$ cat src/rtl/decimal_scan_controller_pkg.sv
// decimal_pkg -- BCD digit constants, blanking code and scan state type shared by the scan controller.
// Revision 1.0
`default_nettype none

package decimal_pkg;

   localparam logic [3:0] ZERO       = 4'd0;
   localparam logic [3:0] ONE        = 4'd1;
   localparam logic [3:0] TWO        = 4'd2;
   localparam logic [3:0] THREE      = 4'd3;
   localparam logic [3:0] FOUR       = 4'd4;
   localparam logic [3:0] FIVE       = 4'd5;
   localparam logic [3:0] SIX        = 4'd6;
   localparam logic [3:0] SEVEN      = 4'd7;
   localparam logic [3:0] EIGHT      = 4'd8;
   localparam logic [3:0] NINE       = 4'd9;
   localparam logic [3:0] BLANK_CODE = 4'b1111;

   typedef enum logic [0:0] {
      SHOW  = 1'b0,
      BLANK = 1'b1
   } scan_state_e;

   // Out-of-range BCD load nibbles clamp to the largest legal digit.
   function automatic logic [3:0] sat_digit(input logic [3:0] v);
      return (v > NINE) ? NINE : v;
   endfunction

endpackage

`default_nettype wire

$ cat src/rtl/decimal_scan_controller_if.sv
// decimal_scan_controller_if -- counter command strobes and display outputs of the scan controller.
// Revision 1.0
`default_nettype none

interface decimal_scan_controller_if #(
   parameter int DIGITS = 4
);
   logic                  clear_i;
   logic                  load_i;
   logic [4*DIGITS-1:0]   load_value_i;
   logic                  count_en_i;
   logic                  up_i;
   logic [4*DIGITS-1:0]   count_o;
   logic                  carry_o;
   logic [3:0]            bcd_o;
   logic [DIGITS-1:0]     digit_sel_o_;

   modport master (
      output clear_i, load_i, load_value_i, count_en_i, up_i,
      input  count_o, carry_o, bcd_o, digit_sel_o_
   );

   modport slave (
      input  clear_i, load_i, load_value_i, count_en_i, up_i,
      output count_o, carry_o, bcd_o, digit_sel_o_
   );
endinterface

`default_nettype wire

$ cat src/rtl/decimal_scan_controller_bcd_digit_counter.sv
// bcd_digit_counter -- one decade of the ripple BCD up/down counter with clear and saturating load.
// Revision 1.0
`default_nettype none

module bcd_digit_counter
   import decimal_pkg::*;
(
   input  wire logic       clk_i,
   input  wire logic       reset_i_,
   input  wire logic       clear_i,
   input  wire logic       load_i,
   input  wire logic [3:0] load_value_i,
   input  wire logic       count_en_i,
   input  wire logic       up_i,
   input  wire logic       carry_i,
   output logic [3:0]      digit_o,
   output logic            carry_o
);

   logic [3:0] digit_q;
   logic [3:0] digit_d;
   logic       w_step;
   logic       w_at_limit;

   always_comb begin
      w_step     = count_en_i & carry_i & ~clear_i & ~load_i;
      w_at_limit = up_i ? (digit_q == NINE) : (digit_q == ZERO);
      digit_d    = digit_q;
      if (clear_i) begin
         digit_d = ZERO;
      end else if (load_i) begin
         digit_d = sat_digit(load_value_i);
      end else if (w_step) begin
         if (w_at_limit) begin
            digit_d = up_i ? ZERO : NINE;
         end else begin
            digit_d = up_i ? (digit_q + 4'd1) : (digit_q - 4'd1);
         end
      end
      carry_o = w_step & w_at_limit;
   end

   always_ff @(posedge clk_i or negedge reset_i_) begin
      if (!reset_i_) begin
         digit_q <= ZERO;
      end else begin
         digit_q <= digit_d;
      end
   end

   assign digit_o = digit_q;

endmodule

`default_nettype wire

$ cat src/rtl/decimal_scan_controller.sv
// decimal_scan_controller -- ripple BCD up/down counter with a time-multiplexed, blanked digit scan.
// Revision 1.0
`default_nettype none

module decimal_scan_controller
   import decimal_pkg::*;
#(
   parameter int DIGITS       = 4,
   parameter int SCAN_DIV     = 1000,
   parameter int BLANK_CYCLES = 2
) (
   input  wire logic                 clk_i,
   input  wire logic                 reset_i_,
   decimal_scan_controller_if.slave  bus
);

   localparam int CNT_MAX = (SCAN_DIV > BLANK_CYCLES) ? SCAN_DIV : BLANK_CYCLES;
   localparam int CW      = (CNT_MAX > 1) ? $clog2(CNT_MAX) : 1;
   localparam int KW      = (DIGITS > 1) ? $clog2(DIGITS) : 1;

   localparam logic [CW-1:0] SHOW_LAST  = CW'(SCAN_DIV - 1);
   localparam logic [CW-1:0] BLANK_LAST = CW'((BLANK_CYCLES == 0) ? 0 : BLANK_CYCLES - 1);
   localparam logic [KW-1:0] K_LAST     = KW'(DIGITS - 1);

   logic [4*DIGITS-1:0] w_count;
   logic [DIGITS:0]     w_carry;

   scan_state_e         state_q, state_d;
   logic [CW-1:0]       cnt_q,   cnt_d;
   logic [KW-1:0]       k_q,     k_d;
   logic [3:0]          bcd_q,   bcd_d;
   logic [DIGITS-1:0]   sel_q,   sel_d;
   logic                carry_q, carry_d;

   // Digit 0 always has carry-in; higher digits step only on the ripple from below.
   assign w_carry[0] = 1'b1;

   generate
      for (genvar i = 0; i < DIGITS; i++) begin : g_digit
         bcd_digit_counter u_digit (
            .clk_i        (clk_i),
            .reset_i_     (reset_i_),
            .clear_i      (bus.clear_i),
            .load_i       (bus.load_i),
            .load_value_i (bus.load_value_i[4*i +: 4]),
            .count_en_i   (bus.count_en_i),
            .up_i         (bus.up_i),
            .carry_i      (w_carry[i]),
            .digit_o      (w_count[4*i +: 4]),
            .carry_o      (w_carry[i+1])
         );
      end
   endgenerate

   always_comb begin
      state_d = state_q;
      cnt_d   = cnt_q + CW'(1);
      k_d     = k_q;
      case (state_q)
         SHOW: begin
            if (cnt_q == SHOW_LAST) begin
               cnt_d   = '0;
               k_d     = (k_q == K_LAST) ? '0 : (k_q + KW'(1));
               state_d = (BLANK_CYCLES == 0) ? SHOW : BLANK;
            end
         end
         BLANK: begin
            if ((BLANK_CYCLES == 0) || (cnt_q == BLANK_LAST)) begin
               cnt_d   = '0;
               state_d = SHOW;
            end
         end
         default: begin
            cnt_d   = '0;
            state_d = BLANK;
         end
      endcase

      // Code and select are derived from the same next state so they switch on one edge.
      bcd_d = BLANK_CODE;
      sel_d = '1;
      if (state_d == SHOW) begin
         bcd_d = w_count[{k_d, 2'b00} +: 4];
         sel_d = ~(DIGITS'(1) << k_d);
      end

      carry_d = w_carry[DIGITS];
   end

   always_ff @(posedge clk_i or negedge reset_i_) begin
      if (!reset_i_) begin
         state_q <= BLANK;
         cnt_q   <= '0;
         k_q     <= '0;
         bcd_q   <= BLANK_CODE;
         sel_q   <= '1;
         carry_q <= 1'b0;
      end else begin
         state_q <= state_d;
         cnt_q   <= cnt_d;
         k_q     <= k_d;
         bcd_q   <= bcd_d;
         sel_q   <= sel_d;
         carry_q <= carry_d;
      end
   end

   assign bus.count_o      = w_count;
   assign bus.carry_o      = carry_q;
   assign bus.bcd_o        = bcd_q;
   assign bus.digit_sel_o_ = sel_q;

endmodule

`default_nettype wire

$ cat src/flat_wrapper.sv
// flat-port wrapper written by rule: the top's interface ports become plain ports
module decimal_scan_controller_flat import decimal_pkg::*;
#(
   parameter int DIGITS       = 4,
   parameter int SCAN_DIV     = 1000,
   parameter int BLANK_CYCLES = 2
)
  (clk_i, reset_i_, bus_clear_i, bus_load_i, bus_load_value_i, bus_count_en_i, bus_up_i, bus_count_o, bus_carry_o, bus_bcd_o, bus_digit_sel_o_);
  decimal_scan_controller_if #(.DIGITS(DIGITS)) bus_i ();
  input  wire logic clk_i;
  input  wire logic reset_i_;
  input wire logic [$bits(bus_i.clear_i)-1:0] bus_clear_i;
  input wire logic [$bits(bus_i.load_i)-1:0] bus_load_i;
  input wire logic [$bits(bus_i.load_value_i)-1:0] bus_load_value_i;
  input wire logic [$bits(bus_i.count_en_i)-1:0] bus_count_en_i;
  input wire logic [$bits(bus_i.up_i)-1:0] bus_up_i;
  output wire logic [$bits(bus_i.count_o)-1:0] bus_count_o;
  output wire logic [$bits(bus_i.carry_o)-1:0] bus_carry_o;
  output wire logic [$bits(bus_i.bcd_o)-1:0] bus_bcd_o;
  output wire logic [$bits(bus_i.digit_sel_o_)-1:0] bus_digit_sel_o_;
  assign bus_i.clear_i = bus_clear_i;
  assign bus_i.load_i = bus_load_i;
  assign bus_i.load_value_i = bus_load_value_i;
  assign bus_i.count_en_i = bus_count_en_i;
  assign bus_i.up_i = bus_up_i;
  assign bus_count_o = bus_i.count_o;
  assign bus_carry_o = bus_i.carry_o;
  assign bus_bcd_o = bus_i.bcd_o;
  assign bus_digit_sel_o_ = bus_i.digit_sel_o_;
  decimal_scan_controller #(.DIGITS(DIGITS), .SCAN_DIV(SCAN_DIV), .BLANK_CYCLES(BLANK_CYCLES)) u_core (.clk_i(clk_i), .reset_i_(reset_i_), .bus(bus_i));
endmodule
$ cat config.mk
export PLATFORM = sky130hd
export DESIGN_NAME = decimal_scan_controller_flat
export DESIGN_NICKNAME = d
export VERILOG_FILES = /design/src/rtl/decimal_scan_controller_pkg.sv /design/src/rtl/decimal_scan_controller_if.sv /design/src/rtl/decimal_scan_controller_bcd_digit_counter.sv /design/src/rtl/decimal_scan_controller.sv /design/src/flat_wrapper.sv
export SDC_FILE = /design/constraint.sdc
export NUM_CORES = 1
export LEC_CHECK = 0
export CAP_MARGIN = 10
export CELL_PAD_IN_SITES_DETAIL_PLACEMENT = 1
export CELL_PAD_IN_SITES_GLOBAL_PLACEMENT = 1
export CORE_ASPECT_RATIO = 1.2
export CORE_MARGIN = 5
export CORE_UTILIZATION = 30
export DETAILED_ROUTE_END_ITERATION = 8
export PLACE_DENSITY_LB_ADDON = 0.1
export RECOVER_POWER = 100
export SYNTH_ARGS = -nofsm -noshare
export SYNTH_HDL_FRONTEND = slang
export SYNTH_HIERARCHICAL = 1
export SYNTH_SLANG_ARGS = --single-unit
$ cat constraint.sdc
create_clock -name clk_i -period 7 [get_ports clk_i]
set_input_delay 1.4 -clock clk_i [delete_from_list [all_inputs] [get_ports clk_i]]
set_output_delay 1.4 -clock clk_i [all_outputs]
set_load 0.03 [all_outputs]
# Yosys cells after proc, flatten, opt, wreduce, memory -nomap -nowiden
# Index checks and enable logic that the tools add are counted.
[word_totals] wordCells=100 inputBits=22 out_inout_bits=25 regBits=38
[classes] magnitude_cmp=4 mux=40 n_reduce_logical=8 n_shift=2 bitwise=19 add_sub_neg=10 eq_ne=7
[ops] cell="two-way mux 4 bit" n=27
[ops] cell="two-way mux 10 bit" n=2
[ops] cell="case mux 10 bit (2 select lines)" n=1
[ops] cell="adder 4 x 1 -> 4 bit (second input constant)" n=4
[ops] cell="equality test 4 bit (second input constant)" n=4
[ops] cell="> comparator 4 bit (second input constant)" n=4
[ops] cell="zero test 4 bit" n=4
[ops] cell="indexed part select 16 x 5 -> 4 bit" n=1
[ops] cell="subtractor 4 x 1 -> 4 bit (second input constant)" n=4
[ops] cell="AND 1 bit" n=15
[ops] cell="nonzero test 3 bit" n=4
[ops] cell="adder 10 x 1 -> 10 bit (second input constant)" n=1
[ops] cell="equality test 10 x 1 -> 1 bit (second input constant)" n=1
[ops] cell="equality test 10 bit (second input constant)" n=1
[ops] cell="two-way mux 1 bit" n=6
[ops] cell="two-way mux 2 bit" n=3
[ops] cell="inverter 4 bit" n=1
[ops] cell="<< shifter 1 x 2 -> 4 bit (first input constant)" n=1
[ops] cell="inverter 1 bit" n=3
[ops] cell="adder 2 x 1 -> 2 bit (second input constant)" n=1
[ops] cell="equality test 2 bit (second input constant)" n=1
[ops] cell="case mux 1 bit (2 select lines)" n=1

# Logic depth before layout (Yosys ltp)
# Gate-level depths: netlist of the first run.
[logic_depth] word_depth=18 mapped_depth=13 depth_no_buf=12

# By module
# The synthesis of the first run kept the hierarchy.
[modules_own_cells] module="bcd_digit_counter" seq_area_each_um2=100.1 cells_per_inst=48 area_per_inst_um2=384.1 instances=4
[modules_own_cells] module="decimal_scan_controller" seq_area_each_um2=561.8 cells_per_inst=110 area_per_inst_um2=1243.7 instances=1

# Worst setup path before layout of the first run
# OpenSTA, ideal clock, no wires.
[synth_path] kind="input -> register" from="input port bus_up_i" to="register u_core.g_digit[3].u_digit.digit_q[3]" arrival_time_ns=3.566 setup_time_ns=0.094 path_stages=10 path_buffers=0 slack_ns=3.340 required_ns=6.906 cell_sequence="nor3_1 > o21ai_0 > nor4_1 > nand2_1 > nor4_1 > nand2_1 > nor4_1 > nand2_1 > or4_1 > a221oi_2"
[synth_between] elab_chain_len=14 elab_cells_between_ends=23 cone_classes="mux (10); bitwise (12); reduce/logical (1)"
[synth_rtl] item="start: declaration" line="flat_wrapper.sv:16" source="input wire logic [$bits(bus_i.up_i)-1:0] bus_up_i;"
[synth_rtl] item="two-way mux 1 bit" line="decimal_scan_controller_bcd_digit_counter.sv:27" source="w_at_limit = up_i ? (digit_q == NINE) : (digit_q == ZERO);"
[synth_rtl] item="AND 1 bit" line="decimal_scan_controller_bcd_digit_counter.sv:40" source="carry_o = w_step & w_at_limit;"
[synth_rtl] item="named net u_core.w_carry[1]" line="decimal_scan_controller.sv:26" source="logic [DIGITS:0] w_carry;"
[synth_rtl] item="AND 1 bit (3 in series)" line="decimal_scan_controller_bcd_digit_counter.sv:26" source="w_step = count_en_i & carry_i & ~clear_i & ~load_i;"
[synth_rtl] item="AND 1 bit" line="decimal_scan_controller_bcd_digit_counter.sv:40"
[synth_rtl] item="named net u_core.w_carry[2]" line="decimal_scan_controller.sv:26"
[synth_rtl] item="AND 1 bit (3 in series)" line="decimal_scan_controller_bcd_digit_counter.sv:26"
[synth_rtl] item="AND 1 bit" line="decimal_scan_controller_bcd_digit_counter.sv:40"
[synth_rtl] item="named net u_core.w_carry[3]" line="decimal_scan_controller.sv:26"
[synth_rtl] item="AND 1 bit (3 in series)" line="decimal_scan_controller_bcd_digit_counter.sv:26"
[synth_rtl] item="nonzero test 3 bit (no source line)"
[synth_rtl] item="end signal: assignment" line="decimal_scan_controller_bcd_digit_counter.sv:47" source="digit_q <= digit_d;"
[synth_rtl] item="end: declaration" line="decimal_scan_controller_bcd_digit_counter.sv:20" source="logic [3:0] digit_q;"
# The timed path passes the listed nets, and every way through them passes these cells. The select of a mux whose other input is x is not followed.
# A chain may end at the register's enable or synchronous reset.

# Worst setup path after layout of the first run
[layout_path] from="input port bus_up_i" to="register u_core.g_digit[3].u_digit.digit_q[3]"
[layout_between] elab_chain_len=14 elab_cells_between_ends=23 cone_classes="mux (10); bitwise (12); reduce/logical (1)"
[layout_rtl] item="two-way mux 1 bit" line="decimal_scan_controller_bcd_digit_counter.sv:27"
[layout_rtl] item="AND 1 bit" line="decimal_scan_controller_bcd_digit_counter.sv:40"
[layout_rtl] item="AND 1 bit (3 in series)" line="decimal_scan_controller_bcd_digit_counter.sv:26"
[layout_rtl] item="AND 1 bit *" line="decimal_scan_controller_bcd_digit_counter.sv:40"
[layout_rtl] item="named net u_core.w_carry[2]" line="decimal_scan_controller.sv:26"
[layout_rtl] item="AND 1 bit * (3 in series)" line="decimal_scan_controller_bcd_digit_counter.sv:26"
[layout_rtl] item="AND 1 bit *" line="decimal_scan_controller_bcd_digit_counter.sv:40"
[layout_rtl] item="named net u_core.w_carry[3]" line="decimal_scan_controller.sv:26"
[layout_rtl] item="AND 1 bit * (3 in series)" line="decimal_scan_controller_bcd_digit_counter.sv:26"
[layout_rtl] item="nonzero test 3 bit (no source line) *"
# Mark *: on every way through the listed nets, which the timed path passes. The rest lies on a longest branch. The select of a mux whose other input is x is not followed.

==> results of run 1 <==
[routing by layer]
| metal | share of wire, % | routed length [um] |
|---|---|---|
| met5 | 0 | 0 |
| met4 | 0.83 | 64 |
| met3 | 1.7 | 131 |
| met2 | 54 | 4180 |
| met1 | 43 | 3340 |
[worst max-delay path, stage by stage]
cell and delay (ns):
dlygate4sd3_1 0.56, clkbuf_1 1.04, and3_2 0.36, o21ai_0 0.15, nor4_1 0.28, nand2_1 0.24
nor4_1 0.22, nand2_1 0.25, or4_1 0.58, a221oi_1 0.25
[flip-flops by register name, indices dropped and copies added (netlist names)]
signal	flops
u_core/bus.bcd_o	4
u_core/k_q	2
u_core/bus.digit_sel_o_	4
u_core/bus.carry_o	1
u_core/state_q	1
u_core/cnt_q	10
u_core/g_digit.u_digit/digit_o	16
[final cells by class]
type | count | area share (%)
multi-input cells | 233 | 48.5
flip-flops and latches | 38 | 28.3
repair buffers | 49 | 13.9
well taps | 120 | 4.41
clock buffers | 6 | 2.43
inverters | 19 | 2.10
clock inverters | 2 | 0.368
[how the worst max path moves through the flow]
stage                                            to  slack, ns  cells past startpoint
2_1_floorplan  u_core/g_digit[3].u_digit/digit_o[3]       3.34                     10
3_3_place_gp   u_core/g_digit[3].u_digit/digit_o[3]       2.52                     11
3_5_place_dp   u_core/g_digit[3].u_digit/digit_o[3]       2.44                     11
4_1_cts        u_core/g_digit[3].u_digit/digit_o[3]       2.73                     11
5_1_grt        u_core/g_digit[3].u_digit/digit_o[3]       1.49                     10
6_report       u_core/g_digit[3].u_digit/digit_o[3]       1.84                     10
[report_power, final]
| group | internal (mW) | switching (mW) | total (mW) |
|---|---|---|---|
| sequential | 0.227 | 0.0158 | 0.243 |
| combinational | 0.0463 | 0.0599 | 0.106 |
| clock | 0.0793 | 0.0845 | 0.164 |
| total | 0.353 | 0.160 | 0.513 |
[kinds of logic after synthesis]
group | count (synthesis) | share of synthesized area (%)
simple gates | 117 | 23.0
buf+inv | 31 | 4.23
mux | 22 | 8.55
other cells | 1 | 0.135
fa+ha+maj | 15 | 7.83
flops | 38 | 34.6
compound gates | 62 | 16.6
xor+xnor | 16 | 5.04
[cell usage after synthesis, types with 5 or more instances]
library cell / number
a21oi_1: 8
a22oi_1: 8
clkbuf_1: 11
dfrtp_1: 29
dfstp_2: 9
ha_1: 11
inv_1: 18
mux2i_1: 17
nand2_1: 16
nand3_1: 12
nand3b_1: 5
nand4_1: 5
nor2_1: 30
nor2b_1: 6
nor3_1: 5
nor4_1: 9
o21ai_0: 16
or3_1: 6
xnor2_1: 9
xor2_1: 7
[cell usage in the layout (no fill, tap or decap), types with 5 or more instances in the layout]
cell             count
clkdlybuf4s50_1     18
nand3_1             12
clkbuf_8             6
a21oi_1              9
inv_1               18
dfstp_2              9
or3_1                6
dfrtp_1             29
xnor2_1              9
ha_1                11
dlygate4sd3_1       27
a22oi_1              8
mux2i_1             18
nor4_1               9
xor2_1               7
nand4_1              6
o21ai_0             16
nand2_1             16
nand3b_1             5
nor2_1              30
nor2b_1              6
nor3_1               5
[per-stage QoR]
| step | hold WS, ns | area, um^2 | instances |
|---|---|---|---|
| floorplan | 0.474 | 2780 | 302 |
| global placement | 0.520 | 3360 | 459 |
| detailed placement | 0.524 | 3360 | 459 |
| CTS | 0.534 | 3460 | 467 |
| global route | 0.542 | 3400 | 467 |
| finish | 0.523 | 3400 | 467 |
==> metrics.md, run 1 <==
| Metric | Value |
|---|---|
| HPWL after detailed placement | `5.55 mm` |
| Clock tree from TritonCTS | `done` |
| 1st-pass router iterations | `3` |
| Sort of element at the start of the critical path | `input pin` |
| I/O Pins | `between 40 and 50` |
| Async set-reset flop share out of synthesis | `100%` |
| Die Width | `97.9 um` |
| Area share of the largest cell type after synthesis | `about a quarter` |
| Initial Util | `30.8%` |
| Insertion delay of the later-clocked pin in the worst-skew pair | `0.29 ns` |
| Deepest clock path buffer count | `2` |
| Wirelength, routed | `7.72 mm` |
| Core occupancy in the finished layout | `37.7%` |
| Distinct cells, synth | `46` |
| Post-Place Worst Slack | `2.44 ns` |
| Final clock skew | `0.00834 ns` |
| Cell chosen for the clock root | `clkbuf_8` |
| Number of standard-cell rows in the floorplan | `38` |
| Area of the mapped netlist | `2780 um^2` |
| Clock sink count | `38` |
| Pwr/cell area | `151 nW/um^2` |
| Routed length per placed instance | `16.5 um` |
| Post-CTS Resized | `0` |
| DRT iter0 DRCs | `79` |
| Most used flip-flop cell after synthesis | `dfrtp_1` |
| Unrepaired setup endpoints after global routing | `false` |
| Setup CP Type | `in2reg` |
| Maximum number of pins on one net before global-route repair | `39` |
| Worst-Margin Slew | `2.21 ns` |
| Critical R2R Capture | `u_core/g_digit[3].u_digit/digit_o[3]` |
| Met3 Track Usage GR | `1.69%` |
| End point of the worst hold path | `u_core/cnt_q[0]` |
| Worst-path fanout max | `34` |
| Mean instance size in the synthesized netlist | `9.21 um^2` |
| Highest-utilization routing layer at the global route stage | `met2` |
| Global-route usage over all layers | `around 14%` |
| Met1 track demand over resource in global routing | `between 10% and 20%` |
| Launch point of the worst hold path | `u_core/cnt_q[0]` |
| Period Utilization, post-route | `73.8%` |
| Vias post-DR | `2425` |
| Failing checks | `capacitance limit, slew limit` |
| Post-CTS repair timing setup buffer count | `0` |
| Global placer's final weighted congestion | `0.728` |
| Share of the yosys chip area belonging to registers | `34.6%` |
| Initial antenna violation count | `0` |
| H-Tree Depth | `2` |
| Critical path origin | `bus_up_i` |
| Worst slew margin relative to its limit | `-47.5%` |
| Kind of capture point of the worst setup path | `flop` |
| M2 GR Usage | `about 27%` |
| DRT antenna net count | `0` |
| Total negative slack for setup checks | `0 ns` |
| Vias per std cell | `~5.2` |
| Wire length of the first global-routing pass | `13.0 mm` |
| Critical path arrival | `5.36 ns` |
| Synthesis-stage register bit count | `38` |
| Number of design rule violations left after detail routing | `0` |
| Final Hold Violating Endpoints | `0` |
| Minimum clock period | `5.16 ns` |
| NumNets Final | `383` |
| Number of max-cap violations | `1` |
| Number of nets in the synthesized netlist | `between 300 and 400` |
| Max frequency | `~190 MHz` |
| R2R depth | `10` |
| Number of flops mapped to enable cells by yosys | `0` |
| Fill count | `1060` |
| Cells after Synth | `302` |
| Tot Pwr | `0.513 mW` |
| Max-slew violation count | `39` |
| Hold-critical path depth | `1` |
| Setup Viol. Count Final | `0` |
| Layout overhead on the synthesized area | `22.4%` |
| Largest cells by area after synthesis | `dfrtp_1 26%, dfstp_2 8.5%, mux2i_1 6.1%` |
| Clock transition at the registers of the reported paths | `0.08 ns` |
| Lkg Pwr | `1.46 nW` |
| Diodes inserted | `0` |
| Post-CTS Hold Fix Bufs | `0` |
| Overflow after GRT | `0` |
| Die footprint | `11300 um^2` |
| Worst min-delay path category | `reg2reg` |
| Synthesis Warnings | `6` |
| Std-Cell Core Area | `9030 um^2` |
| Share of post-route cells with drive strength above 1 | `9.51%` |
| Launch instance of the worst register-to-register path | `u_core/g_digit[0].u_digit/digit_o[0]` |
| Post-synth top area cell | `dfrtp_1` |
| Storage cell area | `~960 um^2` |
| Outcome | `complete, but fails checks` |
| Worst setup slack for register-to-register paths | `3.63 ns` |
| Port buffer count | `between 40 and 50` |
| Worst-case vdd ir drop | `0.0000525 V` |
| DIE HEIGHT | `around 120 um` |
| Clock buffers created by TritonCTS | `5` |
| WP data required | `7.20 ns` |
| Area taken by multi-input logic gates | `1650 um^2` |
| Smallest setup slack after layout | `approximately 1.8 ns` |
| Vias in the first global route | `roughly 2600` |
Note: power is estimated with default switching activity, not from simulation.
==> run 2: changes to the inputs <==
==> constraint.sdc (replaced) <==
create_clock -name clk_i -period 5.3 [get_ports clk_i]
set_input_delay 1.06 -clock clk_i [delete_from_list [all_inputs] [get_ports clk_i]]
set_output_delay 1.06 -clock clk_i [all_outputs]
set_load 0.03 [all_outputs]
==> metrics.md, run 2 (synthesis gave the netlist of run 1 again) <==
| Metric | Value |
|---|---|
| Outcome | `complete, but fails checks` |
| Failing checks | `capacitance limit, slew limit` |
| Lkg Pwr | `1.49 nW (+2.0%)` |
| Layout overhead on the synthesized area | `24.3%` |
| Initial antenna violation count | `0 (unchanged)` |
| Cell chosen for the clock root | `clkbuf_8` |
| Leading cell types in the layout, fill and taps excluded | `30 x nor2_1, 29 x dfrtp_1, 27 x dlygate4sd3_1` |
| Worst slew margin relative to its limit | `-48.8% (-1.2 points)` |
| Initial Util | `30.8% (unchanged)` |
| Number of cells after detailed placement | `459 (unchanged)` |
| I/O Pins | `47 (unchanged)` |
| Clock transition at the registers of the reported paths | `0.08 ns (about the same)` |
| Critical path origin | `bus_up_i` |
| Total negative slack for setup checks | `0 ns (unchanged)` |
| Clock tree from TritonCTS | `done` |
| Highest signal layer in the routed design | `met4` |
| Share of post-route cells with drive strength above 1 | `9.80% (+0.29 points)` |
| Metal1 wirelength | `3.42 mm (+2.3%)` |
| Vias per std cell | `5.24 (+0.99%)` |
| Max-slew violation count | `39 (unchanged)` |
| Post-CTS Hold Fix Bufs | `0 (unchanged)` |
| Most common cell after layout, fill and taps aside | `nor2_1` |
| Number of design rule violations left after detail routing | `0 (unchanged)` |
| Clock sink count | `38 (unchanged)` |
| Die Width | `97.9 um (unchanged)` |
| Vias post-DR | `2449 (+0.99%)` |
| Wire length of the first global-routing pass | `13.1 mm (+1.4%)` |
| Setup CP Type | `in2reg` |
| DRT iter0 DRCs | `96 (+22%)` |
| Detailed-routed wire length on met3 | `115 um (-12%)` |
| Launch instance of the worst register-to-register path | `u_core/g_digit[0].u_digit/digit_o[0]` |
| DIE HEIGHT | `115 um (unchanged)` |
| Insertion delay of the later-clocked pin in the worst-skew pair | `0.29 ns (about the same)` |
| Number of cells in the finished layout apart from fillers | `467 (unchanged)` |
| Worst-Margin Slew | `2.23 ns (+0.0185 ns)` |
| Vias in the first global route | `2550 (-1.1%)` |
| Worst-path fanout max | `8 (-76%)` |
| Routed length per placed instance | `17.1 um (+3.6%)` |
| Std-Cell Core Area | `9030 um^2 (unchanged)` |
| Overflow after GRT | `0 (unchanged)` |
| Sort of element at the start of the critical path | `input pin` |
| Global-route usage over all layers | `14.3% (+0.31 points)` |
| Routed length on met2 | `4.41 mm (+5.4%)` |
| Period Utilization, post-route | `77.5%` |
| Setup Viol. Count Final | `0 (unchanged)` |
| HPWL after detailed placement | `5.79 mm (+4.3%)` |
| Smallest setup slack after layout | `1.19 ns (-0.645 ns)` |
| DRT antenna net count | `0 (unchanged)` |
| Global placer's final weighted congestion | `0.728 (about the same)` |
| Final clock skew | `0.00868 ns (+0.000341 ns)` |
| Die footprint | `11300 um^2 (unchanged)` |
| Max frequency | `approximately 240 MHz` |
| Flip-flop count of the largest register after layout | `16 (unchanged)` |
| 1st-pass router iterations | `4 (+1)` |
| R2R depth | `10 (unchanged)` |
| Maximum number of pins on one net before global-route repair | `39 (unchanged)` |
| Launch point of the worst hold path | `u_core/cnt_q[0]` |
| WP data required | `5.50 ns (-1.70 ns)` |
| Diodes inserted | `0 (unchanged)` |
| Deepest clock path buffer count | `2 (unchanged)` |
| Pwr/cell area | `225 nW/um^2 (+49%)` |
| Critical path arrival | `4.30 ns (-1.06 ns)` |
| Kind of capture point of the worst setup path | `flop` |
| Post-CTS repair timing setup buffer count | `0 (unchanged)` |
| Minimum clock period | `4.11 ns` |
| Post-CTS Resized | `0 (unchanged)` |
| Worst min-delay path category | `reg2reg` |
| Unrepaired setup endpoints after global routing | `false` |
| Final Hold Violating Endpoints | `0 (unchanged)` |
| Number of standard-cell rows in the floorplan | `38 (unchanged)` |
| Critical R2R Capture | `u_core/g_digit[3].u_digit/digit_o[3]` |
| Wirelength, routed | `7.99 mm (+3.6%)` |
| Clock buffers created by TritonCTS | `5 (unchanged)` |
| Number of max-cap violations | `1 (unchanged)` |
| Worst setup slack for register-to-register paths | `1.85 ns (-1.78 ns)` |
| Worst-case vdd ir drop | `0.000140 V (+170%)` |
| End point of the worst hold path | `u_core/cnt_q[0]` |
| Post-Place Worst Slack | `1.07 ns (-1.37 ns)` |
| H-Tree Depth | `2 (unchanged)` |
| Port buffer count | `46 (unchanged)` |
| Hold-critical path depth | `1 (unchanged)` |
| NumNets Final | `383 (unchanged)` |
run 2: cell count changes in the layout (fill, tap and decap cells not counted):
| cell | before | now |
|---|---|---|
| a221oi_1 | 3 | 2 |
| a21oi_2 | 3 | 2 |
| a221oi_2 | 1 | 2 |
| a21oi_1 | 9 | 10 |
| clkbuf_1 | 2 | 1 |
| buf_4 | 2 | 3 |
| clkinvlp_4 | 1 | 0 |
| bufinv_16 | 0 | 2 |
| clkinv_2 | 1 | 0 |
run 2: power breakdown:
group	total (mW)	internal (mW)	switching [mW]
Combinational	0.141	0.0611	0.0795
Sequential	0.322	0.300	0.0213
Clock	0.316	0.201	0.115
Total	0.778	0.562	0.216
run 2: final cells by class:
class	count	area, um^2
Fill cell	1062	5580
Timing Repair Buffer	49	477
Inverter	19	71.3
Clock inverter	2	60.1
Tap cell	120	150
Multi-Input combinational cell	233	1650
Sequential cell	38	962
Clock buffer	6	82.6
run 2: worst max-delay path by stage:
| stage | endpoint | slack, ns | cells past startpoint |
|---|---|---|---|
| 2_1_floorplan | u_core/g_digit[3].u_digit/digit_o[3] | 1.98 | 10 |
| 6_report | u_core/g_digit[3].u_digit/digit_o[3] | 1.19 | 11 |
| 3_3_place_gp | u_core/g_digit[3].u_digit/digit_o[3] | 1.14 | 11 |
| 3_5_place_dp | u_core/g_digit[3].u_digit/digit_o[3] | 1.07 | 11 |
| 4_1_cts | u_core/g_digit[3].u_digit/digit_o[3] | 1.36 | 11 |
| 5_1_grt | u_core/g_digit[3].u_digit/digit_o[3] | 0.79 | 11 |
run 2: layer usage:
layer / track usage (%) / vias up
met4: 3.05 / 0
met3: 1.57 / 4
met5: 0 / -
li1: - / 1180
met1: 16.7 / 1237
met2: 28.1 / 28
run 2: through the flow:
step           util, %  instance area, um^2  power (mW)  hold slack (ns)
5_1_grt           38.3                 3460       0.822            0.559
6_report          38.3                 3460       0.778            0.514
4_1_cts           38.8                 3500       0.799            0.520
3_5_place_dp      37.2                 3360       0.476            0.508
3_3_place_gp      37.2                 3360       0.475            0.509
2_1_floorplan        -                 2780       0.404            0.474
run 2: worst max-delay path, stage by stage:
cell and delay, ns:
dlygate4sd3_1 0.56, nor3_1 0.16, o21ai_0 0.17, nor4_1 0.27, nand2_1 0.23, nor4_1 0.28
nand2_1 0.26, nor4_1 0.23, nand2_1 0.24, or4_1 0.58, a221oi_1 0.25
